==> src/rtl/regfl_pkg.sv <==
// Shared types and helpers for the multi-port register file.
//   clr_state_e : clear sequencer states
//   merge_be    : byte-lane merge used by both the write path and the read bypass
//                 (operates at MAX_W; callers zero-extend and slice back to W)
package regfl_pkg;

   typedef enum logic {IDLE = 1'b0, CLR = 1'b1} clr_state_e;

   localparam int MAX_W  = 1024;
   localparam int MAX_BL = MAX_W / 8;

   function automatic logic [MAX_W-1:0] merge_be(input logic [MAX_W-1:0]  old_v,
                                                 input logic [MAX_W-1:0]  new_v,
                                                 input logic [MAX_BL-1:0] be);
      logic [MAX_W-1:0] r;
      for (int b = 0; b < MAX_BL; b++)
         r[8*b +: 8] = be[b] ? new_v[8*b +: 8] : old_v[8*b +: 8];
      return r;
   endfunction

endpackage

==> src/rtl/regfl_mp_if.sv <==
// Bus interface for regfl_mp.
//   master : drives write port, read addresses and clear request
//   slave  : the register file; returns read data, clear status and flat contents
interface regfl_mp_if #(
   parameter int W = 64,
   parameter int N = 8
);
   localparam int AW = $clog2(N);
   localparam int BL = W / 8;

   logic          we;
   logic [AW-1:0] wa;
   logic [W-1:0]  wd;
   logic [BL-1:0] wbe;
   logic [AW-1:0] ra0;
   logic [AW-1:0] ra1;
   logic [W-1:0]  rd0;
   logic [W-1:0]  rd1;
   logic          clr_req;
   logic          busy;
   logic          clr_done;
   logic [N*W-1:0] q;

   modport master (output we, wa, wd, wbe, ra0, ra1, clr_req,
                   input  rd0, rd1, busy, clr_done, q);
   modport slave  (input  we, wa, wd, wbe, ra0, ra1, clr_req,
                   output rd0, rd1, busy, clr_done, q);
endinterface

==> src/rtl/regfl_clr_seq.sv <==
// Background clear sequencer: on clr_req (in IDLE) walks cnt 0..N-1, one entry per edge.
//   clk, rst  : clock / async active-high reset
//   clr_req   : start request, ignored while a clear runs
//   clr_en    : current edge zeroes entry clr_idx
//   clr_idx   : entry being cleared
//   busy      : clear in progress
//   clr_done  : one-cycle pulse after the last entry is cleared
module regfl_clr_seq
   import regfl_pkg::*;
#(
   parameter int N = 8,
   localparam int AW = $clog2(N)
) (
   input  logic          clk,
   input  logic          rst,
   input  logic          clr_req,
   output logic          clr_en,
   output logic [AW-1:0] clr_idx,
   output logic          busy,
   output logic          clr_done
);

   clr_state_e    state_q, state_d;
   logic [AW-1:0] cnt_q, cnt_d;
   logic          busy_q, busy_d;
   logic          done_q, done_d;

   always_ff @(posedge clk or posedge rst) begin
      if (rst) begin
         state_q <= IDLE;
         cnt_q   <= '0;
         busy_q  <= 1'b0;
         done_q  <= 1'b0;
      end else begin
         state_q <= state_d;
         cnt_q   <= cnt_d;
         busy_q  <= busy_d;
         done_q  <= done_d;
      end
   end

   always_comb begin
      state_d = state_q;
      cnt_d   = cnt_q;
      busy_d  = busy_q;
      done_d  = 1'b0;
      case (state_q)
         IDLE: begin
            if (clr_req) begin
               state_d = CLR;
               cnt_d   = '0;
               busy_d  = 1'b1;
            end
         end
         CLR: begin
            cnt_d = cnt_q + 1'b1;
            if (cnt_q == AW'(N - 1)) begin
               state_d = IDLE;
               cnt_d   = '0;
               busy_d  = 1'b0;
               done_d  = 1'b1;
            end
         end
         default: state_d = IDLE;
      endcase
   end

   assign clr_en   = (state_q == CLR);
   assign clr_idx  = cnt_q;
   assign busy     = busy_q;
   assign clr_done = done_q;

endmodule

==> src/rtl/regfl_mp.sv <==
// Multi-port register file: N x W entries, one byte-masked write port, two registered
// read ports with write-to-read bypass, flat contents view and a background clear.
//   clk, rst : clock / async active-high reset
//   bus      : regfl_mp_if slave (we/wa/wd/wbe, ra0/ra1 -> rd0/rd1, clr_req -> busy/clr_done, q)
module regfl_mp
   import regfl_pkg::*;
#(
   parameter int W = 64,
   parameter int N = 8
) (
   input  logic       clk,
   input  logic       rst,
   regfl_mp_if.slave  bus
);

   localparam int AW = $clog2(N);
   localparam int BL = W / 8;
   // one extra bit so out-of-range addresses compare correctly when N is a power of two
   localparam logic [AW:0] N_L = (AW+1)'(N);

   function automatic logic [W-1:0] merge_w(input logic [W-1:0]  old_v,
                                            input logic [W-1:0]  new_v,
                                            input logic [BL-1:0] be);
      logic [MAX_W-1:0] t;
      t = merge_be(MAX_W'(old_v), MAX_W'(new_v), MAX_BL'(be));
      return t[W-1:0];
   endfunction

   logic [N-1:0][W-1:0] mem_q;
   logic [W-1:0]        rd0_q, rd0_d, rd1_q, rd1_d;
   logic                clr_en, busy, clr_done;
   logic [AW-1:0]       clr_idx;
   logic                wa_ok, ra0_ok, ra1_ok, wr_ok;
   logic [W-1:0]        wr_merged;

   regfl_clr_seq #(.N(N)) u_clr_seq (
      .clk      (clk),
      .rst      (rst),
      .clr_req  (bus.clr_req),
      .clr_en   (clr_en),
      .clr_idx  (clr_idx),
      .busy     (busy),
      .clr_done (clr_done)
   );

   // writes are dropped while the clear runs
   always_comb begin
      wa_ok     = ({1'b0, bus.wa}  < N_L);
      ra0_ok    = ({1'b0, bus.ra0} < N_L);
      ra1_ok    = ({1'b0, bus.ra1} < N_L);
      wr_ok     = bus.we && !busy && wa_ok;
      wr_merged = merge_w(wa_ok ? mem_q[bus.wa] : '0, bus.wd, bus.wbe);
   end

   for (genvar i = 0; i < N; i++) begin : g_ent
      logic [W-1:0] ent_q, ent_d;
      logic         wr_stb, clr_stb;

      always_comb begin
         wr_stb  = wr_ok && (bus.wa == AW'(i));
         clr_stb = clr_en && (clr_idx == AW'(i));
         ent_d   = ent_q;
         if (clr_stb)     ent_d = '0;
         else if (wr_stb) ent_d = wr_merged;
      end

      always_ff @(posedge clk or posedge rst) begin
         if (rst) ent_q <= '0;
         else     ent_q <= ent_d;
      end

      assign mem_q[i] = ent_q;
   end

   // bypass only sees committed writes, so a cleared entry is never bypassed
   always_comb begin
      rd0_d = '0;
      rd1_d = '0;
      if (ra0_ok) rd0_d = (wr_ok && bus.wa == bus.ra0) ? wr_merged : mem_q[bus.ra0];
      if (ra1_ok) rd1_d = (wr_ok && bus.wa == bus.ra1) ? wr_merged : mem_q[bus.ra1];
   end

   always_ff @(posedge clk or posedge rst) begin
      if (rst) begin
         rd0_q <= '0;
         rd1_q <= '0;
      end else begin
         rd0_q <= rd0_d;
         rd1_q <= rd1_d;
      end
   end

   assign bus.rd0      = rd0_q;
   assign bus.rd1      = rd1_q;
   assign bus.busy     = busy;
   assign bus.clr_done = clr_done;
   assign bus.q        = mem_q;

endmodule
==> src/flat_wrapper.sv <==
// flat-port wrapper written by rule: the top's interface ports become plain ports
module regfl_mp_flat import regfl_pkg::*;
#(
   parameter int W = 64,
   parameter int N = 8
)
  (clk, rst, bus_we, bus_wa, bus_wd, bus_wbe, bus_ra0, bus_ra1, bus_clr_req, bus_rd0, bus_rd1, bus_busy, bus_clr_done, bus_q);
  regfl_mp_if #(.W(W), .N(N)) bus_i ();
  input  logic clk;
  input  logic rst;
  input wire logic [$bits(bus_i.we)-1:0] bus_we;
  input wire logic [$bits(bus_i.wa)-1:0] bus_wa;
  input wire logic [$bits(bus_i.wd)-1:0] bus_wd;
  input wire logic [$bits(bus_i.wbe)-1:0] bus_wbe;
  input wire logic [$bits(bus_i.ra0)-1:0] bus_ra0;
  input wire logic [$bits(bus_i.ra1)-1:0] bus_ra1;
  input wire logic [$bits(bus_i.clr_req)-1:0] bus_clr_req;
  output wire logic [$bits(bus_i.rd0)-1:0] bus_rd0;
  output wire logic [$bits(bus_i.rd1)-1:0] bus_rd1;
  output wire logic [$bits(bus_i.busy)-1:0] bus_busy;
  output wire logic [$bits(bus_i.clr_done)-1:0] bus_clr_done;
  output wire logic [$bits(bus_i.q)-1:0] bus_q;
  assign bus_i.we = bus_we;
  assign bus_i.wa = bus_wa;
  assign bus_i.wd = bus_wd;
  assign bus_i.wbe = bus_wbe;
  assign bus_i.ra0 = bus_ra0;
  assign bus_i.ra1 = bus_ra1;
  assign bus_i.clr_req = bus_clr_req;
  assign bus_rd0 = bus_i.rd0;
  assign bus_rd1 = bus_i.rd1;
  assign bus_busy = bus_i.busy;
  assign bus_clr_done = bus_i.clr_done;
  assign bus_q = bus_i.q;
  regfl_mp #(.W(W), .N(N)) u_core (.clk(clk), .rst(rst), .bus(bus_i));
endmodule
==> config.mk <==
export PLATFORM = sky130hd
export DESIGN_NAME = regfl_mp_flat
export DESIGN_NICKNAME = d
export VERILOG_FILES = /design/src/rtl/regfl_pkg.sv /design/src/rtl/regfl_mp_if.sv /design/src/rtl/regfl_clr_seq.sv /design/src/rtl/regfl_mp.sv /design/src/flat_wrapper.sv
export SDC_FILE = /design/constraint.sdc
export NUM_CORES = 2
export LEC_CHECK = 0
export BUFFER_PORTS_ARGS = -buffer_cell sky130_fd_sc_hd__clkbuf_2
export CAP_MARGIN = 20
export CORE_AREA = 5 5 276 278
export DETAILED_ROUTE_END_ITERATION = 7
export DIE_AREA = 0 0 281 283
export GPL_TIMING_DRIVEN = 0
export HOLD_SLACK_MARGIN = 0.05
export MAX_ROUTING_LAYER = met4
export PLACE_DENSITY = 0.72
export SKIP_CTS_REPAIR_TIMING = 1
export SLEW_MARGIN = 20
export SYNTH_ARGS = -nofsm -noshare
export SYNTH_HDL_FRONTEND = slang
export SYNTH_SLANG_ARGS = --single-unit
==> constraint.sdc <==
create_clock -name clk -period 26.6 [get_ports clk]
set_input_delay 1.33 -clock clk [delete_from_list [all_inputs] [get_ports clk]]
set_output_delay 1.33 -clock clk [all_outputs]
set_load 0.005 [all_outputs]
== Word-level counts from Yosys, hierarchy flattened ==
Cells that the tools add are included.
Operators by class
  add/subtract/negate cells: 1
  $lt $le $gt $ge: 3
  equality and inequality tests: 18
  mux-type cells: 43
  bitwise gates (word level): 1
  reduce and logical (&&, ||, !) cells: 31
Operator list (count)
  64-bit 2-to-1 mux: 21
  64-bit binary-select mux with 3-bit select: 3
  8-bit 2-to-1 mux: 8
  3-bit equality test (second input constant): 8
  1-bit logical AND: 19
  2-bit nonzero test: 8
  3-bit by 2-bit equality test with 1-bit output (second input constant): 4
  3-bit by 4-bit less-than comparator with 1-bit output (second input constant): 3
  3-bit by 1-bit equality test with 1-bit output (second input constant): 2
  3-bit equality test: 2
  3-bit zero test: 2
  1-bit 2-to-1 mux: 6
  3-bit 2-to-1 mux: 2
  3-bit case mux with 2 select lines: 1
  1-bit case mux with 2 select lines: 2
  3-bit by 1-bit adder with 3-bit output (second input constant): 1
  2-bit by 1-bit != test with 1-bit output (second input constant): 1
  2-bit != test (second input constant): 1
  2-bit AND reduction: 1
  1-bit zero test: 1
  1-bit inverter: 1
Storage, ports and cells
  register bits: 646
  input bits: 85
  word-level logic and storage cells: 111

== Depth between registers and ports, before layout ==
  word-level depth: 5
  depth in mapped cells: 10
  depth with buffers taken out: 6

== By module ==
From an unflattened synthesis, not the netlist that was laid out.
Second synthesis, totals
  cell total of the unflattened synthesis: 3066
  area total of the unflattened synthesis: 35451.5 µm²
By module, submodules not included
  regfl_mp: instances 1, cells each 3043, area each 35167.5 µm², sequential area each 16015.4 µm²
  regfl_clr_seq: instances 1, cells each 23, area each 284.0 µm², sequential area each 150.1 µm²

== Worst setup path after synthesis ==
No wires, ideal clock.
  path kind: input -> register
  start point: in bus_wa[1]
  end point: reg u_core.rd0_q[16], in the netlist u_core.bus.rd0[16]
  library setup time: 0.139 ns
  arrival: 2.820 ns
  data required time: 26.461 ns
  slack: 23.641 ns
  cell stages on the path: 6
  path buffers: 2
  cell sequence: buf_2 -> buf_2 -> mux4_2 -> nand2b_1 -> a22oi_2 -> o21ai_0
Between the ends
  cells in the longest elaborated chain, start to end: 4
RTL lines
  start: declaration: RTL line flat_wrapper.sv:12  | input wire logic [$bits(bus_i.wa)-1:0] bus_wa;
  64-bit binary-select mux with 3-bit select: RTL line regfl_mp.sv:52  | wr_merged = merge_w(wa_ok ? mem_q[bus.wa] : '0, bus.wd, bus.wbe);
  64-bit 2-to-1 mux (not written as such): RTL line regfl_mp.sv:52
  8-bit 2-to-1 mux: RTL line regfl_pkg.sv:17  | r[8*b +: 8] = be[b] ? new_v[8*b +: 8] : old_v[8*b +: 8];
  64-bit 2-to-1 mux *: RTL line regfl_mp.sv:79  | if (ra0_ok) rd0_d = (wr_ok && bus.wa == bus.ra0) ? wr_merged : mem_q[bus.ra0];
  via u_core.rd0_d[16]: RTL line regfl_mp.sv:30  | logic [W-1:0] rd0_q, rd0_d, rd1_q, rd1_d;
  end signal: assignment: RTL line regfl_mp.sv:88  | rd0_q <= rd0_d;
  end: declaration: RTL line regfl_mp.sv:30
Mark *: on every way through the listed nets, which the timed path passes. The rest lies on a longest branch. The select of a mux whose other input is x is not followed.
A chain may end at the register's enable or synchronous reset.

== Final worst setup path ==
  start point: in bus_wa[1]
  end point: reg u_core.rd0_q[14], in the netlist u_core.bus.rd0[14]
Same word-level chain as after synthesis.

==> flow_metrics.py <==
metrics = {
    "global_route": {
        "grt_pass1_wl_um": 228500,
        "antenna_found_initial": 15,
        "grt-ovfl-total": 0,
        "grt_usage": 0.4028,
        "grt_max_degree": 110,
        "grt_pass1_vias": 31470,
    },
    "floorplan": {
        "chipWidth_um": 281,
        "initial_core_util": 0.4832,
        "design.portCount": 727,
        "core_area_mm2": 0.07370,
        "rows": 100,
        "fp.dieArea_mm2": 0.07952,
        "die_h_um": 283,
    },
    "logic_synthesis": {
        "ys_top_cells_by_area": "dfrtp_1 45%, mux4_2 22%, o21ai_0 8.0%",
        "seq_area_frac_synth": 0.4540,
        "syn_nets": 3052,
        "yosysUniqueCellTypes": 41,
        "synth_ff_type": "dfrtp_1",
        "synth_top_area_frac": 0.4540,
        "yosysTopAreaCell": "dfrtp_1",
        "avgSynthCellArea_um2": 12.03,
        "ys.warnings.count": 0,
        "synth_commonest_cells": "646 x dfrtp_1, 646 x nand2_1, 567 x o21ai_0, 348 x mux4_2, 156 x mux2_2",
        "syn_inst": 2960,
        "synth_seq_cells": 646,
        "synth_area_mm2": 0.03561,
        "async_flop_share": 1.000,
        "synth_edf_count": 0,
    },
    "timing": {
        "skew_ps": 31.01,
        "grt_setup_unrepaired": "false",
        "whs_ps": 546.0,
        "maxSlewViolCount": 0,
        "max_freq_mhz": 258.8,
        "min_period_ps": 3865,
        "worst_slew_pin_slew_ps": 1204,
        "relSlewSlack": 0.1974,
        "fin_ws_ps": 22740,
        "finalSetupViolations": 0,
        "tns_ps": 0,
        "hold_viol": 0,
        "post-route-period-util": 0.1453,
    },
    "job": {
        "maxCapViolCount": 0,
    },
    "power_and_ir_drop": {
        "leakage_uw": 0.02004,
        "vdd.ir_drop.worst_mv": 0.05477,
        "cellPowerDensity_mw_per_mm2": 93.36,
        "power_uw": 4041,
    },
    "finish": {
        "drive_above_1_share": 0.4014,
        "nNetsFinal": 3855,
        "area_growth_pct": 21.56,
        "fin_util": 0.5874,
    },
    "drt": {
        "first_pass_iters": 6,
        "ant_nets": 0,
        "vias_per_cell": 6.745,
        "drcViolationCount": 0,
        "wl_per_cell_um": 33.18,
        "drt_iter0_drc": 4984,
        "via_count": 32420,
        "routed_wl_um": 159500,
    },
    "clock_network": {
        "cts_made_buffers": 74,
        "clk_pin_slew_ps": 60,
        "cts_tree": "done",
        "h-tree-depth": 3,
        "clkLatencyLatePin_ps": 650,
        "clk_path_buf_depth": 3,
        "cts_sinks": 646,
        "root_buffer": "clkbuf_16",
    },
    "place": {
        "dp_slack_ps": 22280,
        "hpwl_um": 109900,
        "gp_congestion": 0.9674,
        "numPortBuffers": 720,
    },
    "setup_path": {
        "worstPathRequired_ps": 27090,
        "startpoint_type": "input pin",
        "slowest_delay_ps": 740,
        "cp_slowest_cell": "clkbuf_1",
        "critPathCaptureType": "flip-flop",
        "crit_type": "input pin to flip-flop",
        "worstPathMaxFanout": 10,
        "path_cells": "buf_2 -> buf_4 -> buf_2 -> xnor2_1 -> nand4_1 -> buf_2 -> clkbuf_1 -> nand2_1 -> o21ai_0",
        "crit_top_cell": "buf_2",
        "arrival_ps": 4350,
    },
    "hold_path": {
        "hold_class": "flip-flop to flip-flop",
    },
    "status": {
        "status": "complete, no violations",
    },
}
-- logic make-up (layout without fill, tap and decap cells) --
logic type                 Yosys count  in the layout  share of synthesized area
xor gates and xnor gates             6              6                   0.001476
other                                0             16                          0
buffers and inverters              263           1125                    0.03254
muxes                              605            605                     0.3077
and+or+nand+nor                    704            704                    0.07825
adders and majority gates            7              7                   0.002459
DFF                                646            646                     0.4540
AOI/OAI and AO/OA                  729            729                     0.1236
-- cells in the final DEF, fill, tap and decap left out, types with 14 or more instances in the layout --
cell type / n
nand2b_1: 36
buf_1: 21
clkbuf_8: 19
mux2i_1: 73
o21ai_0: 567
a221oi_2: 14
diode_2: 16
clkbuf_2: 722
buf_2: 74
clkbuf_16: 75
a22oi_2: 16
mux2_2: 156
clkbuf_1: 154
nand2_1: 646
dfrtp_1: 646
a22oi_4: 21
a221oi_1: 19
clkinv_2: 15
mux4_2: 348
mux2i_4: 28
o21ai_1: 73
-- final cells by class --
class / instances / area, µm²
fillers: 6107 / 30410
multi-input cells: 2051 / 18290
flip-flops and latches: 646 / 16170
repair buffers: 727 / 3796
clock buffers: 103 / 2172
well taps: 969 / 1212
plain buffers: 257 / 1139
clock inverters: 32 / 436.7
diodes: 16 / 40.04
inverters: 6 / 30.03
-- metrics by stage --
| step | cell area [µm²] | std cells |
|---|---|---|
| 2_1_floorplan | 35610 | 2960 |
| 3_3_place_gp | 40430 | 4649 |
| 3_5_place_dp | 40610 | 4655 |
| 4_1_cts | 43220 | 4790 |
| 5_1_grt | 43280 | 4803 |
| 6_report | 43290 | 4807 |
-- power breakdown --
| part | leakage [µW] | internal [µW] | switching (µW) | total [µW] |
|---|---|---|---|---|
| sequential | 0.00889 | 1240 | 326 | 1560 |
| combinational | 0.00986 | 588 | 788 | 1380 |
| clock | 0.00129 | 646 | 458 | 1100 |
| total | 0.0200 | 2470 | 1570 | 4040 |
-- state kept, by name, summed over array words and instances (netlist names) --
register / cells
u_core.g_ent.ent_q: 512
u_core.bus.rd0: 64
u_core.bus.rd1: 64
u_core.u_clr_seq.clr_idx: 3
u_core.u_clr_seq.busy: 1
u_core.u_clr_seq.clr_done: 1
u_core.u_clr_seq.clr_en: 1
-- final timing paths --
path / start / slack, ps / depth (start not counted) / endpoint
hold reg to reg: u_core.g_ent[7].ent_q[23] / 550 / 2 / u_core.g_ent[7].ent_q[23]
min in group asynchronous: rst / 740 / 2 / u_core.bus.rd0[54]
setup / recovery: bus_wa[1] / 22740 / 9 / u_core.bus.rd0[14]
hold / removal: u_core.g_ent[7].ent_q[23] / 550 / 2 / u_core.g_ent[7].ent_q[23]
max in group asynchronous: rst / 23900 / 5 / u_core.g_ent[0].ent_q[20]
setup reg to reg: u_core.u_clr_seq.busy / 23580 / 6 / u_core.g_ent[1].ent_q[40]
-- layer usage --
layer  part of all wire  vias to the layer above  wire [µm]  global-route usage
li1                   -                    12630          -                   -
met3               0.13                      688      21410              0.1327
met1               0.34                    16280      54900              0.4974
met5                  0                        -          0                   -
met4              0.074                        0      11820              0.2263
met2               0.45                     2821      71380              0.5871
-- worst max-delay path, delay by kind of cell --
family / cells / cell delay, ps
AO/OA/AOI/OAI: 1 / 230
XOR/XNOR: 1 / 150
buffers and inverters: 5 / 2330
AND/OR/NAND/NOR: 2 / 280
No activity file was read; power rests on OpenSTA's default activity.
